### src/rtl/keccak_absorb_if.sv
// Handshake and control bundle between the absorb tracker and its surrounding sponge logic.
interface keccak_absorb_if #(
    parameter int W              = 64,
    parameter int LEN_WIDTH      = 32,
    parameter int MAX_RATE_WORDS = 1344 / W
);
    localparam int BPW = W / 8;

    logic                              start;
    logic [2:0]                        mode;
    logic [LEN_WIDTH-1:0]              msg_len;
    logic                              in_valid;
    logic                              in_ready;
    logic                              out_valid;
    logic                              out_ready;
    logic [$clog2(BPW+1)-1:0]          word_bytes;
    logic [$clog2(MAX_RATE_WORDS)-1:0] word_idx;
    logic                              pad_first;
    logic                              pad_last;
    logic                              block_done;
    logic                              perm_done;
    logic                              busy;
    logic                              msg_done;
    logic [LEN_WIDTH-1:0]              block_count;

    modport master (
        output start, mode, msg_len, in_valid, out_ready, perm_done,
        input  in_ready, out_valid, word_bytes, word_idx, pad_first, pad_last,
               block_done, busy, msg_done, block_count
    );

    modport slave (
        input  start, mode, msg_len, in_valid, out_ready, perm_done,
        output in_ready, out_valid, word_bytes, word_idx, pad_first, pad_last,
               block_done, busy, msg_done, block_count
    );
endinterface

### src/rtl/keccak_absorb_tracker.sv
// Paces lane-wide message words into the Keccak state, marking pad bytes and waiting on permutations.
// Optional block counter enabled by defining ABSORB_BLOCK_COUNT_EN.
module keccak_absorb_tracker #(
    parameter int W              = 64,
    parameter int LEN_WIDTH      = 32,
    parameter int MAX_RATE_WORDS = 1344 / W
) (
    input logic             clk,
    input logic             rst,
    keccak_absorb_if.slave  bus
);
    localparam int BPW = W / 8;
    localparam int BW  = $clog2(BPW + 1);
    localparam int IW  = $clog2(MAX_RATE_WORDS);

    typedef enum logic [1:0] {IDLE, ABSORB, WAIT_PERM} state_t;

    state_t               state_q, state_d;
    logic [LEN_WIDTH-1:0] bytes_left_q, bytes_left_d;
    logic [IW-1:0]        word_idx_q, word_idx_d;
    logic [IW-1:0]        last_idx_q, last_idx_d;
    logic                 pad_seen_q, pad_seen_d;
    logic                 block_done_q, block_done_d;
    logic                 msg_done_q, msg_done_d;

    logic                 out_valid, in_ready, pad_first, pad_last;
    logic [BW-1:0]        word_bytes;
    logic                 short_left;
    logic                 last_lane;

    // Index of the last rate lane for a mode; unused encodings fall back to SHA3-256.
    function automatic logic [IW-1:0] rate_last(input logic [2:0] m);
        int unsigned rate_bytes;
        case (m)
            3'd0:    rate_bytes = 144;
            3'd1:    rate_bytes = 136;
            3'd2:    rate_bytes = 104;
            3'd3:    rate_bytes = 72;
            3'd4:    rate_bytes = 168;
            3'd5:    rate_bytes = 136;
            default: rate_bytes = 136;
        endcase
        return IW'(rate_bytes / BPW - 1);
    endfunction

    assign short_left = (bytes_left_q < LEN_WIDTH'(BPW));
    assign last_lane  = (word_idx_q == last_idx_q);

    always_comb begin
        state_d      = state_q;
        bytes_left_d = bytes_left_q;
        word_idx_d   = word_idx_q;
        last_idx_d   = last_idx_q;
        pad_seen_d   = pad_seen_q;
        block_done_d = 1'b0;
        msg_done_d   = 1'b0;
        out_valid    = 1'b0;
        in_ready     = 1'b0;
        word_bytes   = '0;
        pad_first    = 1'b0;
        pad_last     = 1'b0;

        case (state_q)
            IDLE: begin
                if (bus.start) begin
                    bytes_left_d = bus.msg_len;
                    last_idx_d   = rate_last(bus.mode);
                    word_idx_d   = '0;
                    pad_seen_d   = 1'b0;
                    state_d      = ABSORB;
                end
            end

            ABSORB: begin
                if (pad_seen_q) begin
                    out_valid = 1'b1;
                end else if (bytes_left_q == '0) begin
                    out_valid = 1'b1;
                    pad_first = 1'b1;
                end else begin
                    out_valid  = bus.in_valid;
                    in_ready   = bus.out_ready;
                    word_bytes = short_left ? BW'(bytes_left_q) : BW'(BPW);
                    pad_first  = short_left;
                end

                // A full data lane in the final position defers all padding to the next block.
                pad_last = out_valid && last_lane && (pad_seen_q || short_left);

                if (out_valid && bus.out_ready) begin
                    if (LEN_WIDTH'(word_bytes) >= bytes_left_q)
                        bytes_left_d = '0;
                    else
                        bytes_left_d = bytes_left_q - LEN_WIDTH'(word_bytes);
                    if (pad_first)
                        pad_seen_d = 1'b1;
                    if (last_lane) begin
                        word_idx_d   = '0;
                        block_done_d = 1'b1;
                        state_d      = WAIT_PERM;
                    end else begin
                        word_idx_d = word_idx_q + 1'b1;
                    end
                end
            end

            WAIT_PERM: begin
                if (bus.perm_done) begin
                    if (pad_seen_q) begin
                        state_d    = IDLE;
                        msg_done_d = 1'b1;
                    end else begin
                        state_d = ABSORB;
                    end
                end
            end

            default: state_d = IDLE;
        endcase
    end

    always_ff @(posedge clk or negedge rst) begin
        if (!rst) begin
            state_q      <= IDLE;
            bytes_left_q <= '0;
            word_idx_q   <= '0;
            last_idx_q   <= '0;
            pad_seen_q   <= 1'b0;
            block_done_q <= 1'b0;
            msg_done_q   <= 1'b0;
        end else begin
            state_q      <= state_d;
            bytes_left_q <= bytes_left_d;
            word_idx_q   <= word_idx_d;
            last_idx_q   <= last_idx_d;
            pad_seen_q   <= pad_seen_d;
            block_done_q <= block_done_d;
            msg_done_q   <= msg_done_d;
        end
    end

    assign bus.out_valid  = out_valid;
    assign bus.in_ready   = in_ready;
    assign bus.word_bytes = word_bytes;
    assign bus.word_idx   = word_idx_q;
    assign bus.pad_first  = pad_first;
    assign bus.pad_last   = pad_last;
    assign bus.block_done = block_done_q;
    assign bus.msg_done   = msg_done_q;
    assign bus.busy       = (state_q != IDLE);

`ifdef ABSORB_BLOCK_COUNT_EN
    logic [LEN_WIDTH-1:0] block_count_q, block_count_d;

    always_comb begin
        block_count_d = block_count_q;
        if (state_q == IDLE && bus.start)
            block_count_d = '0;
        else if (block_done_d && !(&block_count_q))
            block_count_d = block_count_q + 1'b1;
    end

    always_ff @(posedge clk or negedge rst) begin
        if (!rst)
            block_count_q <= '0;
        else
            block_count_q <= block_count_d;
    end

    assign bus.block_count = block_count_q;
`else
    assign bus.block_count = '0;
`endif

endmodule

### src/flat_wrapper.sv
// flat-port wrapper written by rule: the top's interface ports become plain ports
module keccak_absorb_tracker_flat 
#(
    parameter int W              = 64,
    parameter int LEN_WIDTH      = 32,
    parameter int MAX_RATE_WORDS = 1344 / W
)
  (clk, rst, bus_start, bus_mode, bus_msg_len, bus_in_valid, bus_out_ready, bus_perm_done, bus_in_ready, bus_out_valid, bus_word_bytes, bus_word_idx, bus_pad_first, bus_pad_last, bus_block_done, bus_busy, bus_msg_done, bus_block_count);
  keccak_absorb_if #(.W(W), .LEN_WIDTH(LEN_WIDTH), .MAX_RATE_WORDS(MAX_RATE_WORDS)) bus_i ();
  input logic clk;
  input logic rst;
  input wire logic [$bits(bus_i.start)-1:0] bus_start;
  input wire logic [$bits(bus_i.mode)-1:0] bus_mode;
  input wire logic [$bits(bus_i.msg_len)-1:0] bus_msg_len;
  input wire logic [$bits(bus_i.in_valid)-1:0] bus_in_valid;
  input wire logic [$bits(bus_i.out_ready)-1:0] bus_out_ready;
  input wire logic [$bits(bus_i.perm_done)-1:0] bus_perm_done;
  output wire logic [$bits(bus_i.in_ready)-1:0] bus_in_ready;
  output wire logic [$bits(bus_i.out_valid)-1:0] bus_out_valid;
  output wire logic [$bits(bus_i.word_bytes)-1:0] bus_word_bytes;
  output wire logic [$bits(bus_i.word_idx)-1:0] bus_word_idx;
  output wire logic [$bits(bus_i.pad_first)-1:0] bus_pad_first;
  output wire logic [$bits(bus_i.pad_last)-1:0] bus_pad_last;
  output wire logic [$bits(bus_i.block_done)-1:0] bus_block_done;
  output wire logic [$bits(bus_i.busy)-1:0] bus_busy;
  output wire logic [$bits(bus_i.msg_done)-1:0] bus_msg_done;
  output wire logic [$bits(bus_i.block_count)-1:0] bus_block_count;
  assign bus_i.start = bus_start;
  assign bus_i.mode = bus_mode;
  assign bus_i.msg_len = bus_msg_len;
  assign bus_i.in_valid = bus_in_valid;
  assign bus_i.out_ready = bus_out_ready;
  assign bus_i.perm_done = bus_perm_done;
  assign bus_in_ready = bus_i.in_ready;
  assign bus_out_valid = bus_i.out_valid;
  assign bus_word_bytes = bus_i.word_bytes;
  assign bus_word_idx = bus_i.word_idx;
  assign bus_pad_first = bus_i.pad_first;
  assign bus_pad_last = bus_i.pad_last;
  assign bus_block_done = bus_i.block_done;
  assign bus_busy = bus_i.busy;
  assign bus_msg_done = bus_i.msg_done;
  assign bus_block_count = bus_i.block_count;
  keccak_absorb_tracker #(.W(W), .LEN_WIDTH(LEN_WIDTH), .MAX_RATE_WORDS(MAX_RATE_WORDS)) u_core (.clk(clk), .rst(rst), .bus(bus_i));
endmodule
### config.mk
export PLATFORM = sky130hd
export DESIGN_NAME = keccak_absorb_tracker_flat
export DESIGN_NICKNAME = d
export VERILOG_FILES = /design/src/rtl/keccak_absorb_if.sv /design/src/rtl/keccak_absorb_tracker.sv /design/src/flat_wrapper.sv
export SDC_FILE = /design/constraint.sdc
export NUM_CORES = 1
export LEC_CHECK = 0
export BUFFER_PORTS_ARGS = -buffer_cell sky130_fd_sc_hd__buf_4
export CAP_MARGIN = 20
export CORE_UTILIZATION = 25
export DETAILED_ROUTE_END_ITERATION = 16
export PLACE_DENSITY = 0.46
export SYNTH_ARGS = -nofsm -noshare
export SYNTH_HDL_FRONTEND = slang
export SYNTH_SLANG_ARGS = --single-unit
### constraint.sdc
create_clock -name clk -period 4 [get_ports clk]
set_input_delay 0.2 -clock clk [delete_from_list [all_inputs] [get_ports clk]]
set_output_delay 0.2 -clock clk [all_outputs]
set_load 0.03 [all_outputs]
# After elaboration in Yosys (flattened, before gate mapping)
# Cells that the tools add are included.
# totals
regBits	47
in_bits	41
output_inout_bits	48
elab_cells	80
# classes
n_addsub	3
order_cmp	2
eq_ne	11
n_mux	44
reduce_logical	13
# op_table
op	n
32-bit two-way mux	3
32-bit one-hot mux with 2 select lines	1
4-bit by 32-bit >= comparator with 1-bit output	1
32-bit logical NOT	1
32-bit by 4-bit less-than comparator with 1-bit output, second input constant	1
8-bit one-hot mux with 4 select lines	1
32-bit by 4-bit subtractor with 32-bit output	1
1-bit two-way mux	22
4-bit two-way mux	5
8-bit two-way mux	2
5-bit two-way mux	3
5-bit one-hot mux with 2 select lines	1
2-bit two-way mux	4
4-bit AND reduction	2
3-bit by 2-bit equality test with 1-bit output, second input constant	2
2-bit by 1-bit inequality test with 1-bit output, second input constant	3
2-bit one-hot mux with 3 select lines	1
5-bit by 1-bit adder with 5-bit output, second input constant	1
5-bit equality test	1
5-bit by 1-bit subtractor with 5-bit output, second input constant	1
2-bit inequality test, second input constant	2
2-bit nonzero test	2
3-bit equality test, second input constant	1
1-bit logical AND	3
8 further kinds	8

# Longest topological paths before layout
# depth
word_depth	9
ltp_mapped	18
depth_no_buf	14

# Worst setup path after synthesis
# Ideal clock, no wire load.
# synth_timing
path_kind	register -> register
from	register u_core.bytes_left_q[4]
to	register u_core.bytes_left_q[30]
setup_time_ns	0.147
t_arrival_ns	3.979
t_required_ns	3.853
slack_ns	-0.125
path_stages_with_launch	17
n_path_buf	2
synth_period_minus_slack_ns	4.125
path_cell_list	dfrtp_1 or4_4 nor2_1 nand3_1 or2_1 clkbuf_1 nor3_1 ha_1 inv_1 fa_1 a211oi_1 or2_2 clkbuf_1 nand4_1 o31a_2 o21ai_0 o311ai_0
# synth_via
elab_chain_len	9
elab_cells_between_ends	17
classes_between	add/sub (1); order compare (2); eq/ne (1); mux (10); reduce/logical (3)
# synth_rtl
item	line	rtl
from (decl)	keccak_absorb_tracker.sv:19	logic [LEN_WIDTH-1:0] bytes_left_q, bytes_left_d;
from (signal assigned)	keccak_absorb_tracker.sv:133	bytes_left_q <= bytes_left_d;
32-bit by 4-bit less-than comparator with 1-bit output	keccak_absorb_tracker.sv:46	assign short_left = (bytes_left_q < LEN_WIDTH'(BPW));
4-bit two-way mux	keccak_absorb_tracker.sv:83	word_bytes = short_left ? BW'(bytes_left_q) : BW'(BPW);
4-bit two-way mux	keccak_absorb_tracker.sv:77	end else if (bytes_left_q == '0) begin
4-bit two-way mux	keccak_absorb_tracker.sv:75	if (pad_seen_q) begin
4-bit two-way mux	keccak_absorb_tracker.sv:63	case (state_q)
32-bit by 4-bit subtractor with 32-bit output / 4-bit by 32-bit >= comparator with 1-bit output (equally long branches)	keccak_absorb_tracker.sv:94, keccak_absorb_tracker.sv:91	
32-bit two-way mux	keccak_absorb_tracker.sv:91	if (LEN_WIDTH'(word_bytes) >= bytes_left_q)
32-bit two-way mux	keccak_absorb_tracker.sv:90	if (out_valid && bus.out_ready) begin
32-bit one-hot mux with 2 select lines	keccak_absorb_tracker.sv:63	
# Parallel ways exist; a longest one is shown, timed or not. The select of a mux whose other input is x is not followed.
# A chain may end at the register's enable or synchronous reset.

# Worst setup path in the final report
# layout_timing
from	register u_core.bytes_left_q[7]
to	register u_core.bytes_left_q[25]
# Same word-level chain as after synthesis.

==> impl_metrics.tcl <==
set metrics [dict create \
    run_status "finished, final reports clean" \
    clockPowerShare_pct 14.7 \
    clkSinkCount 47 \
    post_synth_main_area_contributors "sky130_fd_sc_hd__dfrtp_1 34%, sky130_fd_sc_hd__buf_4 7.0%, sky130_fd_sc_hd__o21ai_0 6.5%, sky130_fd_sc_hd__nor2_1 4.4%, sky130_fd_sc_hd__nand2_1 3.6%" \
    switchingPower_w 0.00143 \
    ys.warnings.count 0 \
    final_max_slew_viol_count 0 \
    worst_setup_hold_path_clk_slew_ns 0.07 \
    overall_power_after_layout_w 0.00303 \
    syn_area_per_cell_um2 8.26 \
    cts-root-to-sink-buffers 2 \
    cp_max_fo 11 \
    drt_first_pass_iters 4 \
    syn_inst 417 \
    switching_share_pct 47.1 \
    synth.ff_latch_count 47 \
    tightest_slew_ns 0.852 \
    required_ns 4.18 \
    cts.htree.levels 2 \
    finalHoldWorstSlack_ns 0.125 \
    cts_tree "yes" \
    global_route.overflow_total 0 \
    die_area_um2 14200 \
    final_layout_size_suffix_gt1_share_pct 26.4 \
    fmax_ghz 0.257 \
    grt_pass1_vias 3240 \
    rsz0062_at_grt "yes" \
    dominantRegCellSynth "sky130_fd_sc_hd__dfrtp_1" \
    cts_inserted_buffers 5 \
    min_period_over_period_pct 97.4 \
    setup_viol 0 \
    grt_start_max_net_pins 48 \
    ys_seq_area_share_pct 34.2 \
    hpwl_um 7820 \
    pwr-share-comb_pct 56.9 \
    timing.max_cap.violations 0 \
    clk_latency_ns 0.30 \
    antenna_cells_inserted 0 \
    route.detailed.wl_per_inst_um 15.8 \
    final_antenna_net_count 0 \
    yosysTopAreaCell "sky130_fd_sc_hd__dfrtp_1" \
    critical_path_class "flip-flop to flip-flop" \
    row_count 42 \
    drt-total-wl_um 10600 \
    hold_class "primary input to flip-flop" \
    grt_pass1_wl_um 16900 \
    die_y_um 119 \
    synth_top_cell_area_share_pct 34.2 \
    irDropWorstVdd_uv 312 \
    area_growth_pct 27.1 \
    power_density_nw_per_um2 694 \
    drt-initial-drc-count 133 \
    num_io_pins 89 \
    gp_congestion 0.829 \
    timing.max_slew.rel_slack_pct 43.0 \
    critical_path_arrival_ns 4.08 \
    setup_total_negative_slack_ns 0 \
    post_synth_num_cell_types 65 \
    post_synth_instance_area_um2 3440 \
    placement.io_buffers 56 \
    clk_root_buffer_cell "sky130_fd_sc_hd__clkbuf_16" \
    coreArea_um2 13300 \
    total_leakage_power_nw 1.87 \
    multi_input_gate_area_um2 2050 \
    layoutNonFillerInstCount 673 \
    start_util_pct 25.8 \
    grtUsageTotal_pct 15.1 \
    worst_clock_skew_ns 0.00577 \
    vias 3344 \
    pwr-share-seq_pct 28.3 \
    design.final.nets 545 \
    viasPerCell 4.97 \
    number_of_flops_mapped_to_enable_cells_by_yosys 0 \
    worst_setup_path_start_kind "flip-flop" \
    final.min_clock_period_ns 3.90 \
    drc 0 \
    grt_antenna_before_repair 0 \
    async_sr_flop_fraction_pct 100 \
    worst_setup_path_end_kind "flip-flop" \
    hold_viol 0 \
    internal_power_w 0.00161 \
    area.sequential_um2 1180 \
    fill_cells 1431 \
    die_width_um 119 \
    place_inst 656 \
]
==> timing repair <==
| action | CTS | global route |
|---|---|---|
| hold buffers | 1 | 0 |
| gates resized for setup | 0 | 15 |
| endpoints found under the setup margin | 0 | 31 |
| endpoints found under the hold margin | 47 | 0 |
| buffers inserted | 0 | 7 |
==> per-layer routing <==
metal	vias to the layer above	global-route usage [%]	wire, µm
met3	12	2.63	395
met1	1621	20.5	5130
met4	0	3.13	143
li1	1614	-	-
met2	97	25.1	4980
met5	-	0	0
==> layout make-up <==
class / instances / area share [%]
Sequential cell: 47 / 26.9
Tap cell: 176 / 5.03
Timing Repair Buffer: 93 / 16.7
Multi-Input combinational cell: 336 / 46.8
Clock inverter: 3 / 0.601
Clock buffer: 5 / 2.86
Inverter: 13 / 1.12
==> critical path, stage by stage, from the launching register on <==
cell and delay [ns]:
sky130_fd_sc_hd__dfrtp_1 0.40, sky130_fd_sc_hd__or4_4 0.58, sky130_fd_sc_hd__nor2_4 0.13, sky130_fd_sc_hd__nand3_1 0.13, sky130_fd_sc_hd__or2_4 0.28, sky130_fd_sc_hd__nor3_2 0.11
sky130_fd_sc_hd__ha_2 0.20, sky130_fd_sc_hd__inv_1 0.06, sky130_fd_sc_hd__fa_2 0.35, sky130_fd_sc_hd__a211oi_2 0.29, sky130_fd_sc_hd__nor3_2 0.09, sky130_fd_sc_hd__buf_4 0.15
sky130_fd_sc_hd__o41ai_4 0.27, sky130_fd_sc_hd__buf_4 0.20, sky130_fd_sc_hd__buf_12 0.14, sky130_fd_sc_hd__o21ai_1 0.07, sky130_fd_sc_hd__a221o_1 0.32
==> cell families (layout without fill, tap and decap cells) <==
| logic type | count (synthesis) | count (layout) | share of synthesized area [%] |
|---|---|---|---|
| buffers and inverters | 65 | 114 | 11.5 |
| AOI/OAI and AO/OA | 127 | 127 | 24.5 |
| adders and majority gates | 8 | 8 | 3.12 |
| and+or+nand+nor | 160 | 160 | 24.3 |
| xor gates and xnor gates | 9 | 9 | 2.29 |
| DFF | 47 | 47 | 34.2 |
| other | 1 | 32 | 0.109 |
==> registers in the layout, summed over array words and instances (netlist names) <==
signal                 flops
u_core.last_idx_q          5
u_core.bus.block_done      1
u_core.state_q             2
u_core.bus.word_idx        5
u_core.bytes_left_q       32
u_core.pad_seen_q          1
u_core.bus.msg_done        1
==> through the flow <==
stage	area [µm²]	setup WS (ns)	util (%)
floorplan	3580	0.0276	-
global placement	4100	0.131	30.7
detailed placement	4100	0.0494	30.7
CTS	4260	0.0170	31.9
global route	4380	-0.0697	32.8
finish	4380	0.105	32.8
==> synth_stat cells (8+ instances only) <==
| cell | count |
|---|---|
| sky130_fd_sc_hd__dfrtp_1 | 47 |
| sky130_fd_sc_hd__o21ai_1 | 8 |
| sky130_fd_sc_hd__inv_1 | 12 |
| sky130_fd_sc_hd__nor3_1 | 20 |
| sky130_fd_sc_hd__nand2_1 | 33 |
| sky130_fd_sc_hd__nor4_1 | 11 |
| sky130_fd_sc_hd__buf_4 | 32 |
| sky130_fd_sc_hd__nand3_1 | 12 |
| sky130_fd_sc_hd__o21ai_0 | 45 |
| sky130_fd_sc_hd__a21oi_1 | 23 |
| sky130_fd_sc_hd__clkbuf_1 | 12 |
| sky130_fd_sc_hd__nor2_1 | 40 |
==> cell usage in the layout, fill, tap and decap left out, drive strengths merged, types with 7 or more instances in the layout <==
master  count
inv        15
buf        91
dfrtp      47
nand3      13
nor2       40
ha          7
nor4       11
a21oi      23
conb       32
nor3       22
o21ai      54
nand2      33
==> power groups by stage <==
stage / clock network (W) / logic [W] / registers, W
after detailed placement: 0 / 0.00164 / 0.000860
after floorplan: 0 / 0.00108 / 0.000871
final: 0.000447 / 0.00173 / 0.000860
after global placement: 0 / 0.00162 / 0.000859
after global routing: 0.000475 / 0.00190 / 0.000889
after CTS: 0.000462 / 0.00165 / 0.000851
==> path summary, 6_finish.rpt <==
| check | start | end | slack [ns] | cells after the start |
|---|---|---|---|---|
| worst min register to register | u_core.last_idx_q[3] | u_core.last_idx_q[3] | 0.51 | 2 |
| worst max-delay path | u_core.bytes_left_q[7] | u_core.bytes_left_q[25] | 0.10 | 16 |
| worst min-delay path | bus_out_ready | u_core.state_q[0] | 0.12 | 2 |
| max in group asynchronous | rst | u_core.bytes_left_q[1] | 3.08 | 2 |
| min in group asynchronous | rst | u_core.bytes_left_q[20] | 0.47 | 2 |
| worst max register to register | u_core.bytes_left_q[7] | u_core.bytes_left_q[25] | 0.10 | 16 |
Power figures use the tool's default switching activity.
